**src/rtl/serial_alu_gen.sv**
```systemverilog
// Bit-serial ALU: LSB-first, NSHIFT bits per advancing cycle over 1..MAX_BYTES bytes; flags commit atomically at op end.
// Define SERIAL_ALU_SHIFT_EN to build RCL/SHL (ops 10/11); otherwise ops 10-15 are NOPs that pass arg1 through.
module serial_alu_gen #(
    parameter int  NSHIFT    = 2,
    parameter int  MAX_BYTES = 4,
    localparam int LB        = (MAX_BYTES > 1) ? $clog2(MAX_BYTES) : 1,
    localparam int CPB       = 8 / NSHIFT,
    localparam int CW        = LB + $clog2(CPB)
) (
    input  logic              clk,
    input  logic              rst_n,
    input  logic              start_i,
    input  logic [3:0]        op_i,
    input  logic [LB-1:0]     len_m1_i,
    input  logic [LB-1:0]     arg2_len_m1_i,
    input  logic              sext2_i,
    input  logic              update_flags_i,
    input  logic              advance_i,
    input  logic [NSHIFT-1:0] data_in1_i,
    input  logic [NSHIFT-1:0] data_in2_i,
    output logic              busy_o,
    output logic              active_o,
    output logic [NSHIFT-1:0] data_out_o,
    output logic              result_we_o,
    output logic              op_done_o,
    output logic [CW-1:0]     chunk_o,
    output logic              flag_c_o,
    output logic              flag_v_o,
    output logic              flag_s_o,
    output logic              flag_z_o
);
    localparam int MSB = NSHIFT - 1;
    localparam logic [3:0] OP_ADD = 4'd0, OP_SUB = 4'd1, OP_ADC = 4'd2, OP_SBC = 4'd3,
                           OP_AND = 4'd4, OP_OR  = 4'd5, OP_XOR = 4'd6, OP_MOV = 4'd7,
                           OP_CMP = 4'd8, OP_NEG = 4'd9, OP_RCL = 4'd10, OP_SHL = 4'd11;

    typedef enum logic {S_IDLE, S_RUN} state_e;

    state_e          state_q, state_d;
    logic [3:0]      op_q, op_d;
    logic [LB-1:0]   len_q, len_d, a2len_q, a2len_d;
    logic            sext_q, sext_d, upd_q, upd_d;
    logic [CW-1:0]   chunk_q, chunk_d;
    logic            carry_q, carry_d, sign2_q, sign2_d, zrun_q, zrun_d;
    logic            fc_q, fc_d, fv_q, fv_d, fs_q, fs_d, fz_q, fz_d;
`ifdef SERIAL_ALU_SHIFT_EN
    logic            prev_q, prev_d;
    logic [NSHIFT:0] sh_cat;
`endif

    logic              busy, active, first, last, ext;
    logic              is_arith, is_logic, is_shift, is_nop, inv, cin;
    logic              c_fin, v_fin, zero_run, sign2_now;
    logic [LB-1:0]     byte_idx;
    logic [CW-1:0]     last_idx;
    logic [NSHIFT-1:0] a1, a2, b, res;
    logic [NSHIFT:0]   sum;

    assign busy     = (state_q == S_RUN);
    assign active   = busy && advance_i;
    assign first    = (chunk_q == '0);
    assign last_idx = CW'((int'(len_q) + 1) * CPB - 1);
    assign last     = (chunk_q == last_idx);
    assign byte_idx = LB'(chunk_q >> $clog2(CPB));
    // Bytes beyond arg2's valid length replicate the remembered sign (or zero).
    assign ext       = (byte_idx > a2len_q);
    assign sign2_now = ext ? sign2_q : data_in2_i[MSB];
    assign a2        = ext ? {NSHIFT{sext_q & sign2_q}} : data_in2_i;
    assign a1        = (op_q == OP_NEG) ? '0 : data_in1_i;

    assign is_arith = (op_q inside {OP_ADD, OP_SUB, OP_ADC, OP_SBC, OP_CMP, OP_NEG});
    assign is_logic = (op_q inside {OP_AND, OP_OR, OP_XOR, OP_MOV});
`ifdef SERIAL_ALU_SHIFT_EN
    assign is_shift = (op_q inside {OP_RCL, OP_SHL});
`else
    assign is_shift = 1'b0;
`endif
    assign is_nop   = !(is_arith || is_logic || is_shift);
    assign inv      = (op_q inside {OP_SUB, OP_SBC, OP_CMP, OP_NEG});
    assign b        = a2 ^ {NSHIFT{inv}};

    always_comb begin
        cin = carry_q;
        if (first) begin
            case (op_q)
                OP_SUB, OP_CMP, OP_NEG: cin = 1'b1;
                OP_ADC, OP_SBC:         cin = fc_q;
                default:                cin = 1'b0;
            endcase
        end
    end

    assign sum = {1'b0, a1} + {1'b0, b} + {{NSHIFT{1'b0}}, cin};

    always_comb begin
        res   = a1;
        c_fin = 1'b0;
        v_fin = 1'b0;
`ifdef SERIAL_ALU_SHIFT_EN
        sh_cat = {a1, (first ? ((op_q == OP_RCL) && fc_q) : prev_q)};
`endif
        if (is_arith) begin
            res   = sum[NSHIFT-1:0];
            c_fin = sum[NSHIFT];
            v_fin = (a1[MSB] == b[MSB]) && (res[MSB] != a1[MSB]);
        end else if (is_logic) begin
            case (op_q)
                OP_AND:  res = a1 & a2;
                OP_OR:   res = a1 | a2;
                OP_XOR:  res = a1 ^ a2;
                default: res = a2;
            endcase
        end
`ifdef SERIAL_ALU_SHIFT_EN
        else if (is_shift) begin
            res   = sh_cat[NSHIFT-1:0];
            c_fin = a1[MSB];
        end
`endif
    end

    assign zero_run = (first ? 1'b1 : zrun_q) & (res == '0);

    always_comb begin
        state_d = state_q;
        op_d    = op_q;
        len_d   = len_q;
        a2len_d = a2len_q;
        sext_d  = sext_q;
        upd_d   = upd_q;
        chunk_d = chunk_q;
        carry_d = carry_q;
        sign2_d = sign2_q;
        zrun_d  = zrun_q;
        fc_d    = fc_q;
        fv_d    = fv_q;
        fs_d    = fs_q;
        fz_d    = fz_q;
`ifdef SERIAL_ALU_SHIFT_EN
        prev_d  = prev_q;
`endif
        case (state_q)
            S_IDLE: begin
                if (start_i) begin
                    state_d = S_RUN;
                    op_d    = op_i;
                    len_d   = len_m1_i;
                    a2len_d = (arg2_len_m1_i > len_m1_i) ? len_m1_i : arg2_len_m1_i;
                    sext_d  = sext2_i;
                    upd_d   = update_flags_i;
                    chunk_d = '0;
                    carry_d = 1'b0;
                    sign2_d = 1'b0;
                    zrun_d  = 1'b1;
                end
            end
            default: begin
                if (advance_i) begin
                    chunk_d = chunk_q + 1'b1;
                    carry_d = sum[NSHIFT];
                    sign2_d = sign2_now;
                    zrun_d  = zero_run;
`ifdef SERIAL_ALU_SHIFT_EN
                    prev_d  = a1[MSB];
`endif
                    if (last) begin
                        state_d = S_IDLE;
                        chunk_d = '0;
                        if (upd_q && !is_nop) begin
                            fc_d = c_fin;
                            fv_d = v_fin;
                            fs_d = res[MSB];
                            fz_d = zero_run;
                        end
                    end
                end
            end
        endcase
    end

    always_ff @(posedge clk or negedge rst_n) begin
        if (!rst_n) begin
            state_q <= S_IDLE;
            op_q    <= '0;
            len_q   <= '0;
            a2len_q <= '0;
            sext_q  <= 1'b0;
            upd_q   <= 1'b0;
            chunk_q <= '0;
            carry_q <= 1'b0;
            sign2_q <= 1'b0;
            zrun_q  <= 1'b0;
            fc_q    <= 1'b0;
            fv_q    <= 1'b0;
            fs_q    <= 1'b0;
            fz_q    <= 1'b0;
`ifdef SERIAL_ALU_SHIFT_EN
            prev_q  <= 1'b0;
`endif
        end else begin
            state_q <= state_d;
            op_q    <= op_d;
            len_q   <= len_d;
            a2len_q <= a2len_d;
            sext_q  <= sext_d;
            upd_q   <= upd_d;
            chunk_q <= chunk_d;
            carry_q <= carry_d;
            sign2_q <= sign2_d;
            zrun_q  <= zrun_d;
            fc_q    <= fc_d;
            fv_q    <= fv_d;
            fs_q    <= fs_d;
            fz_q    <= fz_d;
`ifdef SERIAL_ALU_SHIFT_EN
            prev_q  <= prev_d;
`endif
        end
    end

    assign busy_o      = busy;
    assign active_o    = active;
    assign data_out_o  = res;
    assign result_we_o = busy && (op_q != OP_CMP) && !is_nop;
    assign op_done_o   = active && last;
    assign chunk_o     = chunk_q;
    assign flag_c_o    = fc_q;
    assign flag_v_o    = fv_q;
    assign flag_s_o    = fs_q;
    assign flag_z_o    = fz_q;
endmodule

```
**config.mk**
```make
export PLATFORM = sky130hd
export DESIGN_NAME = serial_alu_gen
export DESIGN_NICKNAME = d
export VERILOG_FILES = /design/src/rtl/serial_alu_gen.sv
export SDC_FILE = /design/constraint.sdc
export NUM_CORES = 1
export LEC_CHECK = 0
export ABC_AREA = 1
export ABC_CLOCK_PERIOD_IN_PS = 3160
export BUFFER_PORTS_ARGS = -buffer_cell sky130_fd_sc_hd__buf_2
export CAP_MARGIN = 20
export CORE_MARGIN = 10
export CORE_UTILIZATION = 40
export CTS_CLUSTER_SIZE = 25
export DETAILED_ROUTE_END_ITERATION = 6
export PLACE_DENSITY_LB_ADDON = 0.25
export SYNTH_ARGS = -nofsm -noshare
export SYNTH_HDL_FRONTEND = slang
export SYNTH_SLANG_ARGS = --single-unit
```
**constraint.sdc**
```tcl
create_clock -name clk -period 3.16 [get_ports clk]
set_input_delay 0.316 -clock clk [delete_from_list [all_inputs] [get_ports clk]]
set_output_delay 0.316 -clock clk [all_outputs]
set_load 0.05 [all_outputs]
```
==> results.sh <==
export IMPL_drive_gt1_share_pct=33.6
export IMPL_grt_pass1_vias=1315
export IMPL_antenna_found_initial=0
export IMPL_area_growth_syn_to_layout_pct=30.4
export IMPL_grt_max_degree=23
export IMPL_drc=0
export IMPL_row_count=22
export IMPL_die_w_um=80.8
export IMPL_critPathCaptureType="output port"
export IMPL_io_pins=32
export IMPL_gp_congestion=0.917
export IMPL_grt_pass1_wl_mm=5.89
export IMPL_register_area_um2=552
export IMPL_hold_viol=2
export IMPL_htreeDepth=1
export IMPL_drv_slew=0
export IMPL_clock_sinks=22
export IMPL_clk_latency_ns=0.27
export IMPL_crit_type="register to output port"
export IMPL_num_vias=1338
export IMPL_clock_skew_ns=0.00259
export IMPL_wl_per_cell_um=13.2
export IMPL_yosysTopAreaCellShare_pct=37.2
export IMPL_failed_checks="negative hold slack"
export IMPL_finalCriticalPeriod_ns=3.13
export IMPL_critPathMaxFanout=3
export IMPL_netlist_area_um2=1480
export IMPL_synth_cells=189
export IMPL_startpoint_type="register"
export IMPL_cts_hold_fix_buffers=0
export IMPL_ys_ff_latch=22
export IMPL_ys_seq_area_share_pct=37.2
export IMPL_multi_input_area_um2=885
export IMPL_gr_total_overflow=0
export IMPL_ys_top_cells_by_area="dfrtp_1 37%, nand2_1 13%, ha_1 8.5%"
export IMPL_post_dp_cell_area_um2=1700
export IMPL_drt_first_pass_iters=4
export IMPL_status="finished with violations"
export IMPL_root_buffer="clkbuf_8"
export IMPL_syn_avg_cell_area_um2=7.83
export IMPL_port_buffers=31
export IMPL_synth_top_cell_by_area="dfrtp_1"
export IMPL_slew_headroom_pct=66.8
export IMPL_tightest_slew_ns=0.497
export IMPL_setup_viol=0
export IMPL_cts_tree="done"
export IMPL_initial_utilization_pct=41.0
export IMPL_syn_nets=219
export IMPL_core_um2=3610
export IMPL_cp_arrival_ns=2.81
export IMPL_dp_hpwl_mm=2.76
export IMPL_required_ns=2.84
export IMPL_max_freq_mhz=320
export IMPL_yosysWarningCount=0
export IMPL_finalNetCount=266
export IMPL_n_antenna_cell=0
export IMPL_stdcell_area_um2=1930
export IMPL_drt_total_wl_mm=3.75
export IMPL_dr_first_iter_drc_count=61
export IMPL_nFillCells=344
export IMPL_cts_buffers=3
export IMPL_die_area_um2=6530
export IMPL_period_share_pct=99.0
export IMPL_clk_pin_slew_ns=0.08
export IMPL_viasPerCell=4.73
export IMPL_hold_class="primary input to async pin"
export IMPL_die_h_um=80.8
export IMPL_track_usage_pct=11.3
export IMPL_holdWs_ns=-0.000380
export IMPL_ant_nets=0
export IMPL_rsz0062_at_grt="true"
export IMPL_cap_violations=0
export IMPL_synth_cell_types=33
export IMPL_clockBufferDepth=2
final cells by class:
cell class              count  share of cell area, %
clock buffers               4                   2.85
flip-flops and latches     22                   28.6
inverters                  33                   6.42
repair buffers             43                   13.2
multi-input cells         133                   45.8
well taps                  48                   3.11
stage by stage:
stage	setup WS [ns]	util, %	hold slack, ns	cells	TNS, ns
final	0.0313	53.5	-0.000380	283	0
after global routing	-0.0724	53.5	0.0478	283	-0.0724
after CTS	0.000255	51.6	0.0291	279	0
after detailed placement	0.0588	47.2	0.320	268	0
after global placement	0.117	47.2	0.319	268	0
after floorplan	0.0279	-	0.0204	189	0
cells in the mapped netlist, drive strengths merged:
cell      n
o21ai    16
o22ai     6
nand3b    1
nand4     2
nand2    53
fa        2
a2bb2oi   1
clkbuf    1
inv      33
o211ai    2
nor2     10
or2       3
a21oi     6
xnor2     3
nor3      2
nand3    10
xor2      2
dfrtp    22
ha       10
o31ai     3
nor4      1
registers in the layout (all words and copies together), names as in the netlist:
signal / count
a2len_q: 2
busy_o: 1
carry_q: 1
chunk_o: 4
flag_c_o: 1
flag_s_o: 1
flag_v_o: 1
flag_z_o: 1
len_q: 2
op_q: 4
sext_q: 1
sign2_q: 1
upd_q: 1
zrun_q: 1
routing by layer:
metal,track usage (%),vias to the layer above,wire (µm)
met2,17.8,31,1710
li1,-,705,-
met5,0,-,0
met1,14.7,597,1720
met3,2.43,5,251
met4,4.67,0,63
cells in the final DEF, fill, tap and decap left out, types with 4 or more instances in the layout:
master / instances
nand3_1: 8
buf_2: 30
clkbuf_8: 4
inv_1: 27
o22ai_1: 5
nand2_1: 45
buf_4: 12
inv_2: 6
nand2_4: 5
dfrtp_1: 21
ha_1: 9
o21ai_0: 12
nor2_1: 7
worst paths after layout:
kind | start | endpoint | slack, ns | depth (start not counted)
worst min-delay path | rst_n | len_q[0] | -0.0004 | 1
min in group clk | update_flags_i | upd_q | 0.23 | 3
worst min register to register | flag_z_o | flag_z_o | 0.48 | 2
max in group asynchronous | rst_n | chunk_o[2] | 2.80 | 1
worst max-delay path | chunk_o[3] | data_out_o[1] | 0.03 | 13
worst max register to register | chunk_o[3] | zrun_q | 0.29 | 15
worst max-delay path: stages, from the launching register on:
cell	delay [ns]
dfrtp_1	0.41
ha_4	0.30
nand2_4	0.05
nand2_4	0.08
nand2_4	0.06
nand2_4	0.07
nand2_4	0.07
xnor2_4	0.14
fa_2	0.38
fa_1	0.53
o22ai_2	0.08
a21oi_2	0.16
inv_2	0.06
buf_8	0.14
logic make-up after synthesis:
kind of cell / count (synthesis) / share of synthesized area (%)
buffers and inverters: 34 / 8.62
AND/OR/NAND/NOR: 82 / 25.0
AO/OA/AOI/OAI: 34 / 15.0
flip-flops: 22 / 37.2
adder cells (fa/ha/maj): 12 / 11.2
XOR/XNOR: 5 / 2.96
what timing repair did:
action | in CTS | in global routing
pin swaps | 9 | 7
setup endpoints to repair | 1 | 1
gates resized for setup | 14 | 7
buffers inserted | 7 | 4
Power is left out: the tool's default activity adds up to more than one toggle a clock period on the data nets, which glitch-free logic cannot reach.
